==> src/rtl/usb_rx_ctrl.sv <==
// usb_rx_ctrl: bulk OUT/IN transaction sequencer behind usb_rx.
// Tracks tokens, moves DATA payload bytes into the endpoint buffer through a
// two-byte holding pipe so the trailing CRC16 never reaches the buffer, then
// commits or flushes the buffer and requests an ACK/NAK handshake.
module usb_rx_ctrl #(
    parameter int MAX_BYTES = 64,
    parameter int TIMEOUT   = 1024
) (
    input  logic       clk,
    input  logic       rst,
    input  logic [2:0] rx_packet,
    input  logic [7:0] rx_packet_data,
    input  logic       store_rx_packet_data,
    input  logic       buf_full,
    input  logic       tx_grant,
    output logic       buf_wr,
    output logic [7:0] buf_wdata,
    output logic       buf_commit,
    output logic       buf_flush,
    output logic [6:0] rx_byte_cnt,
    output logic       tx_req,
    output logic       tx_nak,
    output logic       in_req,
    output logic       ack_rcvd,
    output logic       rx_err
);

    localparam logic [2:0] PKT_IN   = 3'd1;
    localparam logic [2:0] PKT_OUT  = 3'd2;
    localparam logic [2:0] PKT_ACK  = 3'd3;
    localparam logic [2:0] PKT_ERR  = 3'd4;
    localparam logic [2:0] PKT_DONE = 3'd5;
    localparam logic [2:0] PKT_DATA = 3'd6;

    localparam int            TW      = (TIMEOUT > 2) ? $clog2(TIMEOUT) : 1;
    localparam logic [TW-1:0] TO_LAST = TW'(TIMEOUT - 1);
    localparam logic [6:0]    MAX_CNT = 7'(MAX_BYTES);

    typedef enum logic [2:0] {
        S_IDLE     = 3'd0,
        S_TOKEN    = 3'd1,
        S_OUT_WAIT = 3'd2,
        S_DATA_RX  = 3'd3,
        S_DRAIN    = 3'd4,
        S_RESP     = 3'd5
    } state_t;

    typedef enum logic [1:0] {
        TOK_IN  = 2'd0,
        TOK_OUT = 2'd1,
        TOK_ACK = 2'd2
    } tok_t;

    state_t        state_r, state_nx_s;
    tok_t          tok_r, tok_nx_s;
    logic [2:0]    prev_pkt_r;
    logic [TW-1:0] to_cnt_r, to_cnt_nx_s;
    logic [7:0]    hold0_r, hold0_nx_s;
    logic [7:0]    hold1_r, hold1_nx_s;
    logic [1:0]    held_r, held_nx_s;
    logic          ovf_r, ovf_nx_s;
    logic          done_s;

    logic          wr_nx_s;
    logic [7:0]    wdata_nx_s;
    logic          commit_nx_s;
    logic          flush_nx_s;
    logic [6:0]    cnt_nx_s;
    logic          tx_req_nx_s;
    logic          tx_nak_nx_s;
    logic          in_req_nx_s;
    logic          ack_nx_s;
    logic          err_nx_s;

    // End-of-packet event: first cycle that usb_rx reports DONE.
    assign done_s = (rx_packet == PKT_DONE) && (prev_pkt_r != PKT_DONE);

    // FSM state register.
    always_ff @(posedge clk) begin
        if (rst) begin
            state_r <= S_IDLE;
        end else begin
            state_r <= state_nx_s;
        end
    end

    // Next-state, holding-pipe and next-output logic.
    always_comb begin
        state_nx_s  = state_r;
        tok_nx_s    = tok_r;
        to_cnt_nx_s = to_cnt_r;
        hold0_nx_s  = hold0_r;
        hold1_nx_s  = hold1_r;
        held_nx_s   = held_r;
        ovf_nx_s    = ovf_r;
        wr_nx_s     = 1'b0;
        wdata_nx_s  = buf_wdata;
        commit_nx_s = 1'b0;
        flush_nx_s  = 1'b0;
        cnt_nx_s    = rx_byte_cnt;
        tx_req_nx_s = tx_req;
        tx_nak_nx_s = tx_nak;
        in_req_nx_s = 1'b0;
        ack_nx_s    = 1'b0;
        err_nx_s    = 1'b0;

        case (state_r)
            S_IDLE: begin
                case (rx_packet)
                    PKT_IN: begin
                        tok_nx_s   = TOK_IN;
                        state_nx_s = S_TOKEN;
                    end
                    PKT_OUT: begin
                        tok_nx_s   = TOK_OUT;
                        state_nx_s = S_TOKEN;
                    end
                    PKT_ACK: begin
                        tok_nx_s   = TOK_ACK;
                        state_nx_s = S_TOKEN;
                    end
                    PKT_ERR, PKT_DATA: state_nx_s = S_DRAIN;
                    default:           state_nx_s = S_IDLE;
                endcase
            end

            S_TOKEN: begin
                if (done_s) begin
                    case (tok_r)
                        TOK_IN: begin
                            in_req_nx_s = 1'b1;
                            state_nx_s  = S_IDLE;
                        end
                        TOK_ACK: begin
                            ack_nx_s   = 1'b1;
                            state_nx_s = S_IDLE;
                        end
                        TOK_OUT: begin
                            to_cnt_nx_s = {TW{1'b0}};
                            state_nx_s  = S_OUT_WAIT;
                        end
                        default: state_nx_s = S_IDLE;
                    endcase
                end else if (rx_packet == PKT_ERR) begin
                    state_nx_s = S_DRAIN;
                end else begin
                    state_nx_s = S_TOKEN;
                end
            end

            S_OUT_WAIT: begin
                if (rx_packet == PKT_DATA) begin
                    held_nx_s  = 2'd0;
                    ovf_nx_s   = 1'b0;
                    cnt_nx_s   = 7'd0;
                    state_nx_s = S_DATA_RX;
                end else if (to_cnt_r == TO_LAST) begin
                    err_nx_s   = 1'b1;
                    state_nx_s = S_IDLE;
                end else if ((rx_packet >= PKT_IN) && (rx_packet <= PKT_ERR)) begin
                    state_nx_s = S_DRAIN;
                end else begin
                    to_cnt_nx_s = to_cnt_r + TW'(1);
                end
            end

            S_DATA_RX: begin
                // A strobe is folded in first so a byte arriving with DONE counts.
                if (store_rx_packet_data) begin
                    case (held_r)
                        2'd0: begin
                            hold0_nx_s = rx_packet_data;
                            held_nx_s  = 2'd1;
                        end
                        2'd1: begin
                            hold1_nx_s = rx_packet_data;
                            held_nx_s  = 2'd2;
                        end
                        default: begin
                            if (buf_full || (rx_byte_cnt == MAX_CNT)) begin
                                ovf_nx_s = 1'b1;
                            end else begin
                                wr_nx_s    = 1'b1;
                                wdata_nx_s = hold0_r;
                                cnt_nx_s   = rx_byte_cnt + 7'd1;
                            end
                            hold0_nx_s = hold1_r;
                            hold1_nx_s = rx_packet_data;
                        end
                    endcase
                end else begin
                    held_nx_s = held_r;
                end

                if (done_s) begin
                    if (held_nx_s != 2'd2) begin
                        // Too short to even carry a CRC16.
                        flush_nx_s = 1'b1;
                        err_nx_s   = 1'b1;
                        state_nx_s = S_IDLE;
                    end else if (ovf_nx_s) begin
                        flush_nx_s  = 1'b1;
                        tx_req_nx_s = 1'b1;
                        tx_nak_nx_s = 1'b1;
                        state_nx_s  = S_RESP;
                    end else begin
                        commit_nx_s = 1'b1;
                        tx_req_nx_s = 1'b1;
                        tx_nak_nx_s = 1'b0;
                        state_nx_s  = S_RESP;
                    end
                    held_nx_s = 2'd0;
                end else if (rx_packet == PKT_ERR) begin
                    flush_nx_s = 1'b1;
                    held_nx_s  = 2'd0;
                    state_nx_s = S_DRAIN;
                end else begin
                    state_nx_s = S_DATA_RX;
                end
            end

            S_DRAIN: begin
                if (done_s) begin
                    err_nx_s   = 1'b1;
                    state_nx_s = S_IDLE;
                end else begin
                    state_nx_s = S_DRAIN;
                end
            end

            S_RESP: begin
                if (tx_grant) begin
                    tx_req_nx_s = 1'b0;
                    tx_nak_nx_s = 1'b0;
                    state_nx_s  = S_IDLE;
                end else begin
                    state_nx_s = S_RESP;
                end
            end

            default: begin
                state_nx_s = S_IDLE;
            end
        endcase
    end

    // Datapath and registered outputs.
    always_ff @(posedge clk) begin
        if (rst) begin
            tok_r       <= TOK_IN;
            prev_pkt_r  <= 3'd0;
            to_cnt_r    <= {TW{1'b0}};
            hold0_r     <= 8'd0;
            hold1_r     <= 8'd0;
            held_r      <= 2'd0;
            ovf_r       <= 1'b0;
            buf_wr      <= 1'b0;
            buf_wdata   <= 8'd0;
            buf_commit  <= 1'b0;
            buf_flush   <= 1'b0;
            rx_byte_cnt <= 7'd0;
            tx_req      <= 1'b0;
            tx_nak      <= 1'b0;
            in_req      <= 1'b0;
            ack_rcvd    <= 1'b0;
            rx_err      <= 1'b0;
        end else begin
            tok_r       <= tok_nx_s;
            prev_pkt_r  <= rx_packet;
            to_cnt_r    <= to_cnt_nx_s;
            hold0_r     <= hold0_nx_s;
            hold1_r     <= hold1_nx_s;
            held_r      <= held_nx_s;
            ovf_r       <= ovf_nx_s;
            buf_wr      <= wr_nx_s;
            buf_wdata   <= wdata_nx_s;
            buf_commit  <= commit_nx_s;
            buf_flush   <= flush_nx_s;
            rx_byte_cnt <= cnt_nx_s;
            tx_req      <= tx_req_nx_s;
            tx_nak      <= tx_nak_nx_s;
            in_req      <= in_req_nx_s;
            ack_rcvd    <= ack_nx_s;
            rx_err      <= err_nx_s;
        end
    end

endmodule

==> config.mk <==
export PLATFORM = sky130hd
export DESIGN_NAME = usb_rx_ctrl
export DESIGN_NICKNAME = d
export VERILOG_FILES = /design/src/rtl/usb_rx_ctrl.sv
export SDC_FILE = /design/constraint.sdc
export NUM_CORES = 1
export LEC_CHECK = 0
export ABC_CLOCK_PERIOD_IN_PS = 2200
export BUFFER_PORTS_ARGS = -buffer_cell sky130_fd_sc_hd__buf_2
export CAP_MARGIN = 25
export CELL_PAD_IN_SITES_DETAIL_PLACEMENT = 1
export CELL_PAD_IN_SITES_GLOBAL_PLACEMENT = 1
export CORE_MARGIN = 2
export CORE_UTILIZATION = 40
export DETAILED_ROUTE_END_ITERATION = 12
export GPL_ROUTABILITY_DRIVEN = 0
export PLACE_DENSITY = 0.77
export SETUP_SLACK_MARGIN = 0.15
export SLEW_MARGIN = 20
export SYNTH_ARGS = -nofsm -noshare
export SYNTH_HDL_FRONTEND = slang
export SYNTH_SLANG_ARGS = --single-unit
==> constraint.sdc <==
create_clock -name clk -period 2.2 [get_ports clk]
set_input_delay 0.22 -clock clk [delete_from_list [all_inputs] [get_ports clk]]
set_output_delay 0.22 -clock clk [all_outputs]
set_load 0.01 [all_outputs]
== Word level (Yosys, flattened, before mapping) ==
Index checks and enable logic that the tools add are counted.

* Flip-flop bits (word level): 60
* Latch bits: 0
* RAM bits: 0
* ROM bits: 0
* Input port bits: 16
* Output and inout bits: 23
* Word-level logic and storage cells: 146
* Memories kept: 0

* Add/subtract/negate cells: 2
* Multipliers: 0
* Divide/modulo/power cells: 0
* $lt $le $gt $ge: 2
* Equal/unequal tests: 31
* Shifts and indexed selects: 0
* Multiplexer cells: 60
* Bitwise operators: 8
* Reduce and logical (&&, ||, !) cells: 25

{| class="wikitable"
|+ Operators by type and width
! cell !! count
|-
| 10-bit two-way mux || 5
|-
| 3-bit two-way mux || 10
|-
| 7-bit two-way mux || 4
|-
| 2-bit != test, second input constant || 12
|-
| 1-bit two-way mux || 23
|-
| 10-bit one-hot mux with 2 select lines || 1
|-
| 3-bit one-hot mux with 6 select lines || 1
|-
| 8-bit one-hot mux with 2 select lines || 1
|-
| 3-bit equality test, second input constant || 5
|-
| 7-bit one-hot mux with 2 select lines || 1
|-
| 3-bit by 2-bit equality test with 1-bit output, second input constant || 4
|-
| 2-bit two-way mux || 6
|-
| 10-bit by 1-bit adder with 10-bit output, second input constant || 1
|-
| 10-bit equality test, second input constant || 1
|-
| 1-bit inverter || 8
|-
| 2-bit one-hot mux with 2 select lines || 2
|-
| 4-bit AND reduction || 2
|-
| 7-bit by 1-bit adder with 7-bit output, second input constant || 1
|-
| 7-bit equality test, second input constant || 1
|-
| 3-bit by 1-bit equality test with 1-bit output, second input constant || 2
|-
| 1-bit one-hot mux with 2 select lines || 3
|-
| 2-bit one-hot mux with 3 select lines || 1
|-
| 3-bit one-hot mux with 2 select lines || 1
|-
| 3-bit AND reduction || 2
|-
| other kinds (21) || 30
|}

== Longest topological paths before layout ==
Gate-level depths: netlist (run 1).

* Depth after elaboration: 10
* Depth in mapped cells: 7

== Least setup slack after synthesis (run 1) ==
Ideal clock, no wire load.

* Kind: flip-flop to flip-flop
* Start point: reg rx_byte_cnt[0]
* End point: reg buf_wdata[0]
* Arrival: 1.769 ns
* Required time: 2.072 ns
* Slack: 0.304 ns
* Stages on the path, launching flop included: 8
* Cells stage by stage: dfxtp_1 > inv_1 > ha_1 > a311o_1 > buf_2 > nor2_2 > mux2i_1 > nor2_1

* Cells in the longest elaborated chain, start to end: 4

{| class="wikitable"
|+ Ends and longest elaborated chain
! element !! line !! source
|-
| start, declared || 20 || <nowiki>output logic [6:0] rx_byte_cnt,</nowiki>
|-
| start signal, assigned || 279 || <nowiki>rx_byte_cnt <= cnt_nx_s;</nowiki>
|-
| 7-bit equality test || 180 || <nowiki>if (buf_full || (rx_byte_cnt == MAX_CNT)) begin</nowiki>
|-
| 1-bit logical OR || 180 ||
|-
| 1-bit inverter (no source line) || n/a ||
|-
| 4-bit AND reduction (no source line) || n/a ||
|-
| end signal, assigned || 276 || <nowiki>buf_wdata <= wdata_nx_s;</nowiki>
|-
| end, declared || 17 || <nowiki>output logic [7:0] buf_wdata,</nowiki>
|}

Every way passes these cells.
A chain may end at the register's enable or synchronous reset.

== Worst setup path after layout (run 1) ==
* Start point: reg rx_byte_cnt[0]
* End point: reg rx_byte_cnt[3]

* Cells in the longest elaborated chain, start to end: 5
* Elaborated cells between the ends (all ways): 9
* Classes of those cells: 1 x add/sub; 2 x eq/ne; 4 x mux; 2 x reduce/logical

{| class="wikitable"
|+ Ends and longest elaborated chain
! element !! line !! source
|-
| 7-bit by 1-bit adder with 7-bit output || 185 || <nowiki>cnt_nx_s = rx_byte_cnt + 7'd1;</nowiki>
|-
| 7-bit two-way mux || 180 ||
|-
| 7-bit two-way mux || 170 || <nowiki>case (held_r)</nowiki>
|-
| 7-bit two-way mux || 169 || <nowiki>if (store_rx_packet_data) begin</nowiki>
|-
| 7-bit one-hot mux with 2 select lines || 107 || <nowiki>case (state_r)</nowiki>
|}

Parallel ways exist; a longest one is shown, timed or not. The select of a mux whose other input is x is not followed.

==> metrics.txt, run 1 <==
# TYPE chip_impl_metric gauge
chip_impl_info{name="routing_layer_with_the_top_usage_in_global_route",value="met2"} 1
chip_impl_info{name="hold_end",value="hold1_r[5]"} 1
chip_impl_metric{name="drt_pass1_iterations",unit=""} 4
chip_impl_metric{name="clkLatencyLatePin",unit="ns"} 0.35
chip_impl_metric{name="num_vias",unit=""} 2587
chip_impl_metric{name="maxClockFrequency",unit="MHz"} 509
chip_impl_metric{name="maxCapViolCount",unit=""} 0
chip_impl_metric{name="met3_track_usage_gr",unit=""} 0.0292
chip_impl_info{name="timing.critical_path.slowest_stage_cell",value="a311o_1"} 1
chip_impl_metric{name="grt_util_all_layers",unit=""} 0.194
chip_impl_info{name="synthTopCellsByArea",value="dfxtp_1 (43%), mux2i_1 (8.9%), nor2_1 (5.2%), a21oi_1 (3.7%), o21ai_0 (3.2%)"} 1
chip_impl_info{name="run_status",value="finished, final reports clean"} 1
chip_impl_metric{name="final_cycle_utilization_of_the_critical_path",unit=""} 0.893
chip_impl_metric{name="drt-vias-per-instance",unit=""} 5.50
chip_impl_metric{name="post_route_cells_drive_above_1_share",unit=""} 0.206
chip_impl_metric{name="clk_transition_reported_paths",unit="ns"} 0.08
chip_impl_metric{name="netSwitchingPower",unit="mW"} 0.579
chip_impl_info{name="crit-reg2reg-capture",value="rx_byte_cnt[3]"} 1
chip_impl_info{name="worst-setup-path-type",value="reg2reg"} 1
chip_impl_metric{name="reg2reg_depth",unit=""} 6
chip_impl_metric{name="die_y",unit="microns"} 88.0
chip_impl_metric{name="power_frac_comb",unit=""} 0.059
chip_impl_metric{name="fillers",unit=""} 848
chip_impl_metric{name="avgSynthCellArea",unit="sq um"} 8.77
chip_impl_metric{name="synth.yosys.warnings",unit=""} 0
chip_impl_metric{name="number_of_remaining_drc_errors",unit=""} 0
chip_impl_info{name="hold_path_class",value="in2reg"} 1
chip_impl_metric{name="nNetsFinal",unit=""} 390
chip_impl_metric{name="tightestPinTransition",unit="ns"} 0.616
chip_impl_metric{name="antenna_found_initial",unit=""} 0
chip_impl_metric{name="ant_nets",unit=""} 0
chip_impl_metric{name="floorplan.die_area",unit="sq mm"} 0.00775
chip_impl_metric{name="pwr-share-clk",unit=""} 0.425
chip_impl_metric{name="netlist-cell-type-count",unit=""} 49
chip_impl_info{name="cts_tree",value="done"} 1
chip_impl_metric{name="hpwl",unit="mm"} 5.03
chip_impl_metric{name="number_of_enable_flip_flop_cells_after_synthesis",unit=""} 0
chip_impl_metric{name="cts_max_path_buffers",unit=""} 2
chip_impl_metric{name="finClkSkew",unit="ns"} 0.00865
chip_impl_metric{name="grt_pass1_vias",unit=""} 2494
chip_impl_metric{name="swShare",unit=""} 0.271
chip_impl_metric{name="min_path_cells",unit=""} 3
chip_impl_metric{name="core_area",unit="sq mm"} 0.00683
chip_impl_metric{name="syn-instance-count",unit=""} 322
chip_impl_info{name="unrepaired_setup_endpoints_after_global_routing",value="true"} 1
chip_impl_info{name="cts_root_buffer",value="clkbuf_8"} 1
chip_impl_metric{name="die_x",unit="microns"} 88.0
chip_impl_metric{name="grt-ovfl-total",unit=""} 0
chip_impl_metric{name="worst_slew_margin_rel",unit=""} 0.586
chip_impl_metric{name="syn_nets",unit=""} 343
chip_impl_info{name="worstHoldStart",value="rx_packet_data[5]"} 1
chip_impl_metric{name="cts-buffers-inserted",unit=""} 9
chip_impl_metric{name="top_level_ports",unit=""} 39
chip_impl_metric{name="post-place-ws",unit="ns"} 0.155
chip_impl_metric{name="gr-usage-met2",unit=""} 0.319
chip_impl_metric{name="totalNegativeSetupSlack",unit="ns"} 0
chip_impl_metric{name="share_seq_of_total_power",unit=""} 0.516
chip_impl_info{name="ys_top_cells_by_count",value="dfxtp_1 (60), nor2_1 (39), mux2i_1 (25)"} 1
chip_impl_info{name="crit_path_end_kind",value="flip-flop"} 1
chip_impl_metric{name="yosysTopAreaCellShare",unit=""} 0.425
chip_impl_metric{name="floorplan.initialDensity",unit=""} 0.414
chip_impl_metric{name="netlist_area",unit="sq mm"} 0.00283
chip_impl_info{name="worst_r2r_startpoint",value="rx_byte_cnt[0]"} 1
chip_impl_metric{name="io_buffers",unit=""} 38
chip_impl_info{name="synthMostInstantiatedCell",value="dfxtp_1"} 1
chip_impl_info{name="worstSetupStartpointType",value="flip-flop"} 1
chip_impl_info{name="timing.critical_path.cells",value="inv_1, ha_1, a311o_1, a211oi_1, xnor2_1, nor2_1"} 1
chip_impl_metric{name="layout-area-overhead-vs-synth",unit="%"} 19.5
chip_impl_metric{name="internal_power_consumption",unit="mW"} 1.56
chip_impl_info{name="yosysTopAreaCell",value="dfxtp_1"} 1
chip_impl_metric{name="use_met1",unit=""} 0.249
chip_impl_metric{name="p_leak",unit="nW"} 1.29
chip_impl_info{name="post_synth_top_flop",value="dfxtp_1"} 1
chip_impl_metric{name="vdd.ir_drop.worst",unit="mV"} 0.294
chip_impl_metric{name="postRouteWirelength",unit="mm"} 7.11
chip_impl_metric{name="synth_async_sr_flop_share",unit=""} 0
chip_impl_metric{name="share_of_the_yosys_chip_area_belonging_to_registers",unit=""} 0.425
chip_impl_metric{name="clock-sinks",unit=""} 60
chip_impl_metric{name="reg2reg_slack",unit="ns"} 0.24
chip_impl_metric{name="final.setup.worst_slack",unit="ns"} 0.235
chip_impl_metric{name="wire_length_of_the_first_global_routing_pass",unit="mm"} 11.8
chip_impl_metric{name="power-per-cell-area",unit="mW/mm^2"} 632
chip_impl_metric{name="worst_stage_delay_on_the_critical_path",unit="ns"} 0.46
chip_impl_metric{name="grt_max_degree",unit=""} 30
chip_impl_metric{name="num_antenna_cells",unit=""} 0
chip_impl_metric{name="number_of_register_bits_inferred_by_synthesis",unit=""} 60
chip_impl_metric{name="post-route-min-period",unit="ns"} 1.96
chip_impl_metric{name="worst-path-max-fanout",unit=""} 8
chip_impl_metric{name="finalSetupViolations",unit=""} 0
chip_impl_metric{name="crit_required",unit="ns"} 2.44
chip_impl_metric{name="worst-endpoint-arrival",unit="ns"} 2.20
chip_impl_metric{name="htree_levels",unit=""} 3
chip_impl_metric{name="num_rows",unit=""} 30
chip_impl_metric{name="routedWlPerCell",unit="microns"} 15.1
chip_impl_metric{name="hold_violations",unit=""} 0
chip_impl_metric{name="final_max_slew_viol_count",unit=""} 0
chip_impl_metric{name="drt_iter0_markers",unit=""} 80
power by group through the flow:
stage / clock [mW] / sequential, mW / combinational (mW)
3_5_place_dp: 0 / 1.13 / 0.122
6_report: 0.908 / 1.10 / 0.125
5_1_grt: 0.978 / 1.10 / 0.140
3_3_place_gp: 0 / 1.13 / 0.119
4_1_cts: 0.938 / 1.10 / 0.124
2_1_floorplan: 0 / 1.13 / 0.0792
sequential cells by signal, summed over array words and instances, names as in the netlist, 2 cells and up:
name         count
held_r           2
hold1_r          8
to_cnt_r        10
rx_byte_cnt      7
tok_r            2
hold0_r          8
prev_pkt_r       3
state_r          3
buf_wdata        8
layer usage:
layer,vias up,part of all wire
li1,1272,-
met1,1267,0.46
met2,38,0.50
met3,10,0.023
met4,0,0.020
met5,-,0
timing repair:
| action | in CTS | in global routing |
|---|---|---|
| hold buffers | 0 | 0 |
| gates resized for setup | 0 | 5 |
| pin swaps | 1 | 1 |
| setup buffers | 1 | 0 |
| endpoints found under the setup margin | 4 | 9 |
worst max path at each step:
stage,from,end,slack (ns)
global route,rx_byte_cnt[3],buf_wdata[6],0.12
detailed placement,state_r[2],to_cnt_r[6],0.16
global placement,state_r[2],to_cnt_r[8],0.22
CTS,state_r[2],to_cnt_r[8],0.21
finish,rx_byte_cnt[0],rx_byte_cnt[3],0.24
floorplan,rx_byte_cnt[0],buf_wdata[0],0.30
layout by cell type (no fill, tap or decap), drive strengths merged, types with 2 or more instances in the layout:
cell	Yosys	final
o21a	3	3
buf	4	53
and4	2	2
nand3b	6	6
a21o	2	2
a311oi	2	2
dfxtp	60	60
mux2i	25	25
xnor2	5	5
and3b	2	2
clkbuf	13	9
nor3	10	10
nor2	40	40
nor4	3	3
a31oi	2	2
inv	9	10
nor2b	7	7
or3b	2	2
o31ai	4	4
or4	2	2
clkinv	0	5
o21ai	18	18
nor3b	4	4
and3	2	2
or3	8	8
a211oi	12	12
nand2	18	18
nand3	10	10
o32a	2	2
nand4	5	5
ha	5	5
a21oi	21	21
nor4b	2	2
and2	2	2
stage by stage:
step / std cells / hold slack [ns] / util / area [sq um] / total power, mW
finish: 470 / 0.130 / 0.494 / 3380 / 2.14
global route: 470 / 0.145 / 0.494 / 3380 / 2.22
CTS: 470 / 0.122 / 0.491 / 3360 / 2.16
detailed placement: 453 / 0.471 / 0.464 / 3170 / 1.25
global placement: 453 / 0.459 / 0.464 / 3170 / 1.25
floorplan: 322 / 0.367 / - / 2830 / 1.20
critical path, delay by kind of cell (launching register included):
kind | cells | cell delay, ns
adder cells (fa/ha/maj) | 1 | 0.22
buffers and inverters | 1 | 0.09
XOR/XNOR | 1 | 0.17
AND/OR/NAND/NOR | 1 | 0.05
flip-flops | 1 | 0.43
AO/OA/AOI/OAI | 2 | 0.90
area by class of cell:
cell class              count  area [sq um]  area share
repair buffers             53           307      0.0908
clock buffers               9           124      0.0367
inverters                   9          33.8      0.0100
clock inverters             7          52.6      0.0156
flip-flops and latches     60          1200       0.356
well taps                  96           120      0.0356
multi-input cells         236          1540       0.455
logic make-up after synthesis:
kind of cell             after synthesis  synth area share
multiplexers                          25            0.0886
XOR/XNOR                               5            0.0155
AND/OR/NAND/NOR                      127             0.240
buffers and inverters                 26            0.0359
flip-flops                            60             0.425
AO/OA/AOI/OAI                         74             0.172
adder cells (fa/ha/maj)                5            0.0221
(Power assumes the default switching activity.)
==> inputs of run 2 (changes only) <==
Settings changed: CORE_UTILIZATION 40 to 43, PLACE_DENSITY 0.77 to 0.82.
==> run 2 against run 1 <==
  * Combinational power up 6%
  * Register-to-register slack hardly changed
  * Sequential power barely moved
  * First-iteration DRC count stayed put
==> metrics.txt, run 2 (synthesis gave the netlist of run 1 again) <==
# TYPE chip_impl_metric gauge
chip_impl_metric{name="wire_length_of_the_first_global_routing_pass",unit="mm"} 12.5
chip_impl_metric{name="drt_iter0_markers",unit=""} 80
chip_impl_metric{name="grt_pass1_vias",unit=""} 2649
chip_impl_metric{name="top_level_ports",unit=""} 39
chip_impl_metric{name="reg2reg_slack",unit="ns"} 0.22
chip_impl_metric{name="worst-endpoint-arrival",unit="ns"} 2.25
chip_impl_info{name="worstSetupStartpointType",value="flip-flop"} 1
chip_impl_metric{name="drt_pass1_iterations",unit=""} 6
chip_impl_info{name="regMostFlops",value="to_cnt_r"} 1
chip_impl_metric{name="num_antenna_cells",unit=""} 0
chip_impl_metric{name="number_of_remaining_drc_errors",unit=""} 0
chip_impl_metric{name="post_route_cells_drive_above_1_share",unit=""} 0.216
chip_impl_metric{name="maxCapViolCount",unit=""} 0
chip_impl_metric{name="grt-ovfl-total",unit=""} 0
chip_impl_metric{name="layout-area-overhead-vs-synth",unit="%"} 20.3
chip_impl_metric{name="num_vias",unit=""} 2612
chip_impl_metric{name="ant_nets",unit=""} 0
chip_impl_metric{name="grt_util_all_layers",unit=""} 0.215
chip_impl_metric{name="cts_max_path_buffers",unit=""} 2
chip_impl_info{name="worst-setup-path-type",value="reg2reg"} 1
chip_impl_metric{name="totalNegativeSetupSlack",unit="ns"} 0
chip_impl_metric{name="crit_required",unit="ns"} 2.47
chip_impl_metric{name="clk_transition_reported_paths",unit="ns"} 0.07
chip_impl_metric{name="floorplan.die_area",unit="sq mm"} 0.00723
chip_impl_metric{name="finalSetupViolations",unit=""} 0
chip_impl_metric{name="finClkSkew",unit="ns"} 0.0105
chip_impl_metric{name="grt_max_degree",unit=""} 28
chip_impl_info{name="unrepaired_setup_endpoints_after_global_routing",value="true"} 1
chip_impl_info{name="final_cell_mix",value="dfxtp_1 (59), nor2_1 (39), buf_2 (39)"} 1
chip_impl_metric{name="worst-path-max-fanout",unit=""} 5
chip_impl_metric{name="die_x",unit="microns"} 85.1
chip_impl_info{name="cts_tree",value="done"} 1
chip_impl_info{name="run_status",value="finished, final reports clean"} 1
chip_impl_metric{name="postRouteWirelength",unit="mm"} 7.36
chip_impl_metric{name="placed_cells_incl_taps",unit=""} 434
chip_impl_metric{name="nNetsFinal",unit=""} 391
chip_impl_info{name="crit_path_end_kind",value="flip-flop"} 1
chip_impl_metric{name="maxClockFrequency",unit="MHz"} 505
chip_impl_metric{name="floorplan.initialDensity",unit=""} 0.445
chip_impl_metric{name="final_cycle_utilization_of_the_critical_path",unit=""} 0.900
chip_impl_info{name="cts_root_buffer",value="clkbuf_8"} 1
chip_impl_metric{name="die_y",unit="microns"} 85.1
chip_impl_metric{name="clock-sinks",unit=""} 60
chip_impl_metric{name="num_rows",unit=""} 29
chip_impl_metric{name="largest_register_ffs",unit=""} 10
chip_impl_metric{name="final_max_slew_viol_count",unit=""} 0
chip_impl_metric{name="antenna_found_initial",unit=""} 0
chip_impl_info{name="hold_path_class",value="in2reg"} 1
chip_impl_metric{name="vdd.ir_drop.worst",unit="mV"} 0.362
chip_impl_metric{name="post-route-min-period",unit="ns"} 1.98
chip_impl_metric{name="power-per-cell-area",unit="mW/mm^2"} 662
chip_impl_metric{name="tightestPinTransition",unit="ns"} 0.619
chip_impl_metric{name="cts-buffers-inserted",unit=""} 9
chip_impl_metric{name="clkLatencyLatePin",unit="ns"} 0.34
chip_impl_metric{name="core_area",unit="sq mm"} 0.00635
chip_impl_metric{name="drt-vias-per-instance",unit=""} 5.78
chip_impl_metric{name="io_buffers",unit=""} 38
chip_impl_metric{name="worst_slew_margin_rel",unit=""} 0.586
chip_impl_metric{name="hpwl",unit="mm"} 5.23
chip_impl_metric{name="htree_levels",unit=""} 3
chip_impl_info{name="layout.cells.most_common",value="dfxtp_1"} 1
chip_impl_metric{name="finalNonFillerCells",unit=""} 452
chip_impl_metric{name="hold_violations",unit=""} 0
chip_impl_metric{name="p_leak",unit="nW"} 1.31
chip_impl_metric{name="routedWlPerCell",unit="microns"} 16.3
run 2: path summary, 6_finish.rpt:
check                          from          end  cells after the start
hold reg to reg              tx_req       tx_req                      2
setup / recovery         state_r[2]  to_cnt_r[9]                      5
hold / removal    rx_packet_data[6]   hold1_r[6]                      3
setup reg to reg         state_r[2]  to_cnt_r[9]                      5
run 2: layout make-up:
type | instances | area (sq um)
flip-flops and latches | 60 | 1200
well taps | 77 | 96.3
multi-input cells | 236 | 1560
clock inverters | 7 | 75.1
inverters | 9 | 33.8
fillers | 775 | 2950
clock buffers | 9 | 124
repair buffers | 54 | 312
run 2: per-stage QoR:
step	worst slack [ns]	instance area [sq um]	hold slack [ns]	utilization	power [mW]
2_1_floorplan	0.304	2830	0.367	-	1.20
3_3_place_gp	0.294	3150	0.460	0.496	1.25
3_5_place_dp	0.206	3150	0.473	0.496	1.25
4_1_cts	0.179	3350	0.127	0.527	2.26
5_1_grt	0.119	3400	0.143	0.535	2.34
6_report	0.220	3400	0.135	0.535	2.25
run 2: what timing repair did:
action,CTS,global route
hold buffers,0,0
setup endpoints to repair,0,10
setup buffers,0,1
gates resized for setup,0,11
run 2: layer usage:
layer | wire (microns) | up-vias | GRT usage
li1 | - | 1268 | -
met1 | 3200 | 1265 | 0.257
met2 | 3670 | 57 | 0.370
met3 | 297 | 22 | 0.0331
met4 | 189 | 0 | 0.115
met5 | 0 | - | 0
run 2: worst max-delay path: stages (launching register included):
cell	delay, ns
dfxtp_2	0.34
or3b_4	0.42
o32ai_4	0.31
nand4_4	0.16
or4_1	0.52
a21oi_1	0.15
run 2: power breakdown:
| group | leakage, nW | switching (mW) | internal (mW) |
|---|---|---|---|
| sequential | 0.485 | 0.00745 | 1.09 |
| clock | 0.104 | 0.484 | 0.530 |
| combinational | 0.722 | 0.0840 | 0.0492 |
| total | 1.31 | 0.575 | 1.67 |
==> inputs of run 3 (changes only) <==
Settings changed: ABC_AREA set to 1, CORE_UTILIZATION 43 to 41, PLACE_DENSITY 0.82 to not set, PLACE_DENSITY_LB_ADDON set to 0.1.
==> run 3 against run 2 <==
  * Combinational power shrank 4%
  * Total power grew 5.6%
  * Register-to-register slack better by 0.13 ns
  * Sequential cell count unchanged
  * Setup slack improved by 0.13 ns
  * Critical endpoint is now buf_wdata[4]
==> metrics.txt, run 3 <==
# TYPE chip_impl_metric gauge
chip_impl_metric{name="share_seq_of_total_power",unit=""} 0.467
chip_impl_metric{name="finalNonFillerCells",unit=""} 602
chip_impl_metric{name="fillers",unit=""} 1010
chip_impl_metric{name="mux_share_of_post_synthesis_cell_area",unit=""} 0
chip_impl_metric{name="die_y",unit="microns"} 90.0
chip_impl_info{name="crit_path_end_kind",value="flip-flop"} 1
chip_impl_metric{name="htree_levels",unit=""} 3
chip_impl_metric{name="worst-endpoint-arrival",unit="ns"} 2.09
chip_impl_info{name="unrepaired_setup_endpoints_after_global_routing",value="false"} 1
chip_impl_metric{name="routedWlPerCell",unit="microns"} 13.3
chip_impl_metric{name="core_area",unit="sq mm"} 0.00721
chip_impl_metric{name="die_x",unit="microns"} 90.0
chip_impl_metric{name="internal_power_consumption",unit="mW"} 1.78
chip_impl_metric{name="floorplan.initialDensity",unit=""} 0.420
chip_impl_metric{name="maxClockFrequency",unit="MHz"} 540
chip_impl_metric{name="hold_violations",unit=""} 0
chip_impl_metric{name="hpwl",unit="mm"} 5.81
chip_impl_info{name="yosysTopAreaCell",value="dfxtp_1"} 1
chip_impl_metric{name="power_frac_comb",unit=""} 0.054
chip_impl_metric{name="io_buffers",unit=""} 38
chip_impl_metric{name="layout-area-overhead-vs-synth",unit="%"} 16.8
chip_impl_metric{name="cts-buffers-inserted",unit=""} 9
chip_impl_metric{name="wire_length_of_the_first_global_routing_pass",unit="mm"} 14.0
chip_impl_metric{name="drt-vias-per-instance",unit=""} 4.94
chip_impl_info{name="timing.critical_path.slowest_stage_cell",value="dfxtp_1"} 1
chip_impl_metric{name="final_max_slew_viol_count",unit=""} 0
chip_impl_metric{name="grt_util_all_layers",unit=""} 0.212
chip_impl_metric{name="finClkSkew",unit="ns"} 0.0105
chip_impl_info{name="synthMostInstantiatedCell",value="nand2_1"} 1
chip_impl_metric{name="power.total",unit="mW"} 2.37
chip_impl_metric{name="post-route-min-period",unit="ns"} 1.85
chip_impl_metric{name="yosysTopAreaCellShare",unit=""} 0.396
chip_impl_info{name="final_cell_mix",value="nand2_1 (125), nor2_1 (84), dfxtp_1 (60)"} 1
chip_impl_metric{name="synth_async_sr_flop_share",unit=""} 0
chip_impl_metric{name="netlist_area",unit="sq mm"} 0.00303
chip_impl_metric{name="power-per-cell-area",unit="mW/mm^2"} 671
chip_impl_metric{name="totalNegativeSetupSlack",unit="ns"} 0
chip_impl_metric{name="synth-adder-area-share",unit=""} 0.0206
chip_impl_info{name="regMostFlops",value="to_cnt_r"} 1
chip_impl_metric{name="ant_nets",unit=""} 0
chip_impl_metric{name="num_vias",unit=""} 2973
chip_impl_metric{name="num_antenna_cells",unit=""} 0
chip_impl_info{name="post_synth_top_flop",value="dfxtp_1"} 1
chip_impl_metric{name="number_of_remaining_drc_errors",unit=""} 0
chip_impl_metric{name="nNetsFinal",unit=""} 519
chip_impl_info{name="cts_tree",value="done"} 1
chip_impl_metric{name="p_leak",unit="nW"} 1.65
chip_impl_metric{name="clk_transition_reported_paths",unit="ns"} 0.07
chip_impl_metric{name="worst_slew_margin_rel",unit=""} 0.608
chip_impl_info{name="layout.cells.most_common",value="nand2_1"} 1
chip_impl_metric{name="grt_max_degree",unit=""} 29
chip_impl_metric{name="worst_stage_delay_on_the_critical_path",unit="ns"} 0.39
chip_impl_metric{name="crit_required",unit="ns"} 2.43
chip_impl_metric{name="drt_iter0_markers",unit=""} 142
chip_impl_metric{name="cts_max_path_buffers",unit=""} 2
chip_impl_metric{name="synth_compound_gate_area_share",unit=""} 0.116
chip_impl_metric{name="floorplan.die_area",unit="sq mm"} 0.00809
chip_impl_metric{name="postRouteWirelength",unit="mm"} 8.01
chip_impl_metric{name="largest_register_ffs",unit=""} 10
chip_impl_info{name="synth_top_family_by_area",value="simple AND/OR/NAND/NOR gates"} 1
chip_impl_info{name="cts_root_buffer",value="clkbuf_8"} 1
chip_impl_metric{name="netSwitchingPower",unit="mW"} 0.593
chip_impl_metric{name="vdd.ir_drop.worst",unit="mV"} 0.319
chip_impl_metric{name="cts.repair_timing.setup_buffer_count",unit=""} 0
chip_impl_info{name="worstSetupStartpointType",value="flip-flop"} 1
chip_impl_metric{name="antenna_found_initial",unit=""} 0
chip_impl_metric{name="number_of_enable_flip_flop_cells_after_synthesis",unit=""} 0
chip_impl_metric{name="total_of_hold_buffers_inserted_after_clock_tree_synthesis",unit=""} 0
chip_impl_metric{name="grt_pass1_vias",unit=""} 2991
chip_impl_metric{name="netlist-cell-type-count",unit=""} 37
chip_impl_info{name="cell_with_the_most_instances_on_the_worst_path",value="nor2_1"} 1
chip_impl_metric{name="num_rows",unit=""} 31
chip_impl_metric{name="worst-path-max-fanout",unit=""} 9
chip_impl_info{name="worst-setup-path-type",value="reg2reg"} 1
chip_impl_metric{name="clkLatencyLatePin",unit="ns"} 0.35
chip_impl_info{name="timing.critical_path.cells",value="inv_1, ha_1, clkinv_2, nand2_2, nor2_1, inv_1, nor2_4, inv_2, nor2_1, nor2_1"} 1
chip_impl_metric{name="placed_cells_incl_taps",unit=""} 586
chip_impl_metric{name="final_cycle_utilization_of_the_critical_path",unit=""} 0.842
chip_impl_info{name="hold_path_class",value="in2reg"} 1
chip_impl_metric{name="share_of_the_yosys_chip_area_belonging_to_registers",unit=""} 0.396
chip_impl_metric{name="pwr-share-clk",unit=""} 0.479
chip_impl_metric{name="syn-instance-count",unit=""} 456
chip_impl_metric{name="post_synth_and_or_nand_nor_area_fraction",unit=""} 0.364
chip_impl_metric{name="post_synthesis_xor_xnor_area_fraction",unit=""} 0.0116
chip_impl_metric{name="drt_pass1_iterations",unit=""} 4
chip_impl_metric{name="tightestPinTransition",unit="ns"} 0.586
chip_impl_metric{name="clock-sinks",unit=""} 60
chip_impl_metric{name="post_route_cells_drive_above_1_share",unit=""} 0.157
chip_impl_metric{name="avgSynthCellArea",unit="sq um"} 6.65
chip_impl_info{name="run_status",value="finished, final reports clean"} 1
chip_impl_metric{name="synth.yosys.warnings",unit=""} 0
chip_impl_metric{name="maxCapViolCount",unit=""} 0
chip_impl_metric{name="top_level_ports",unit=""} 39
chip_impl_metric{name="syn_nets",unit=""} 477
chip_impl_info{name="ys_top_cells_by_count",value="nand2_1 (125), nor2_1 (84), dfxtp_1 (60)"} 1
chip_impl_metric{name="grt-ovfl-total",unit=""} 0
chip_impl_metric{name="number_of_register_bits_inferred_by_synthesis",unit=""} 60
chip_impl_metric{name="swShare",unit=""} 0.250
chip_impl_metric{name="finalSetupViolations",unit=""} 0
chip_impl_info{name="synthTopCellsByArea",value="dfxtp_1 (40%), nand2_1 (15%), nor2_1 (10%), inv_1 (5.9%), o21ai_0 (4.6%)"} 1
[run 3: cell types whose count changed after synthesis, sizes merged, moves of 12 or more]
cell | previous run | this run
mux2i | 25 | 0
inv | 9 | 54
nor2 | 40 | 88
nand2 | 18 | 130
nand3 | 10 | 24
o21ai | 18 | 30
[run 3: layer usage]
metal / share of wire / up-vias / global-route usage
met2: 0.45 / 40 / 0.341
met5: 0 / - / 0
li1: - / 1529 / -
met3: 0.029 / 10 / 0.0319
met4: 0.015 / 0 / 0.0833
met1: 0.50 / 1394 / 0.289
[run 3: logic make-up after synthesis]
group	Yosys count
AOI/OAI and AO/OA	65
adders and majority gates	5
and+or+nand+nor	256
xor gates and xnor gates	4
buffers and inverters	66
DFF	60
[run 3: power by group through the flow]
stage          Combinational (mW)  Clock [mW]  Sequential [mW]
5_1_grt                     0.148        1.20             1.11
3_5_place_dp                0.128           0             1.13
2_1_floorplan              0.0836           0             1.13
4_1_cts                     0.129        1.16             1.11
6_report                    0.128        1.14             1.11
3_3_place_gp                0.126           0             1.13
[run 3: metrics by stage]
stage	hold slack (ns)	utilization	cell area (sq um)	worst slack, ns
floorplan	0.355	-	3030	0.571
global placement	0.452	0.458	3310	0.499
detailed placement	0.455	0.458	3310	0.366
CTS	0.0962	0.489	3530	0.296
global route	0.132	0.490	3540	0.168
finish	0.109	0.490	3540	0.348
[run 3: worst max-delay path: cells and delay by family, from the launching register on]
kind                       cells  cell delay [ns]
and+or+nand+nor                5             0.68
buffers and inverters          4             0.44
adders and majority gates      1             0.22
DFF                            1             0.39
[run 3: repair_timing]
item / in CTS / in global routing
setup endpoints to repair: 0 / 1
gates resized for setup: 0 / 1
endpoints found under the hold margin: 0 / 0
[run 3: layout make-up]
| type | count | area, sq um | share of cell area |
|---|---|---|---|
| clock inverters | 7 | 101 | 0.0286 |
| flip-flops and latches | 60 | 1200 | 0.339 |
| clock buffers | 9 | 124 | 0.0350 |
| repair buffers | 42 | 220 | 0.0622 |
| inverters | 55 | 208 | 0.0587 |
| multi-input cells | 330 | 1560 | 0.441 |
| well taps | 99 | 124 | 0.0350 |
[run 3: path summary, 6_finish.rpt]
check                                       start           end  slack (ns)  depth (start not counted)
worst min-delay path            rx_packet_data[1]    hold1_r[1]        0.11                          3
worst max register to register          held_r[0]  buf_wdata[4]        0.35                         10
worst min register to register           tok_r[1]        in_req        0.47                          1
worst max-delay path                    held_r[0]  buf_wdata[4]        0.35                         10
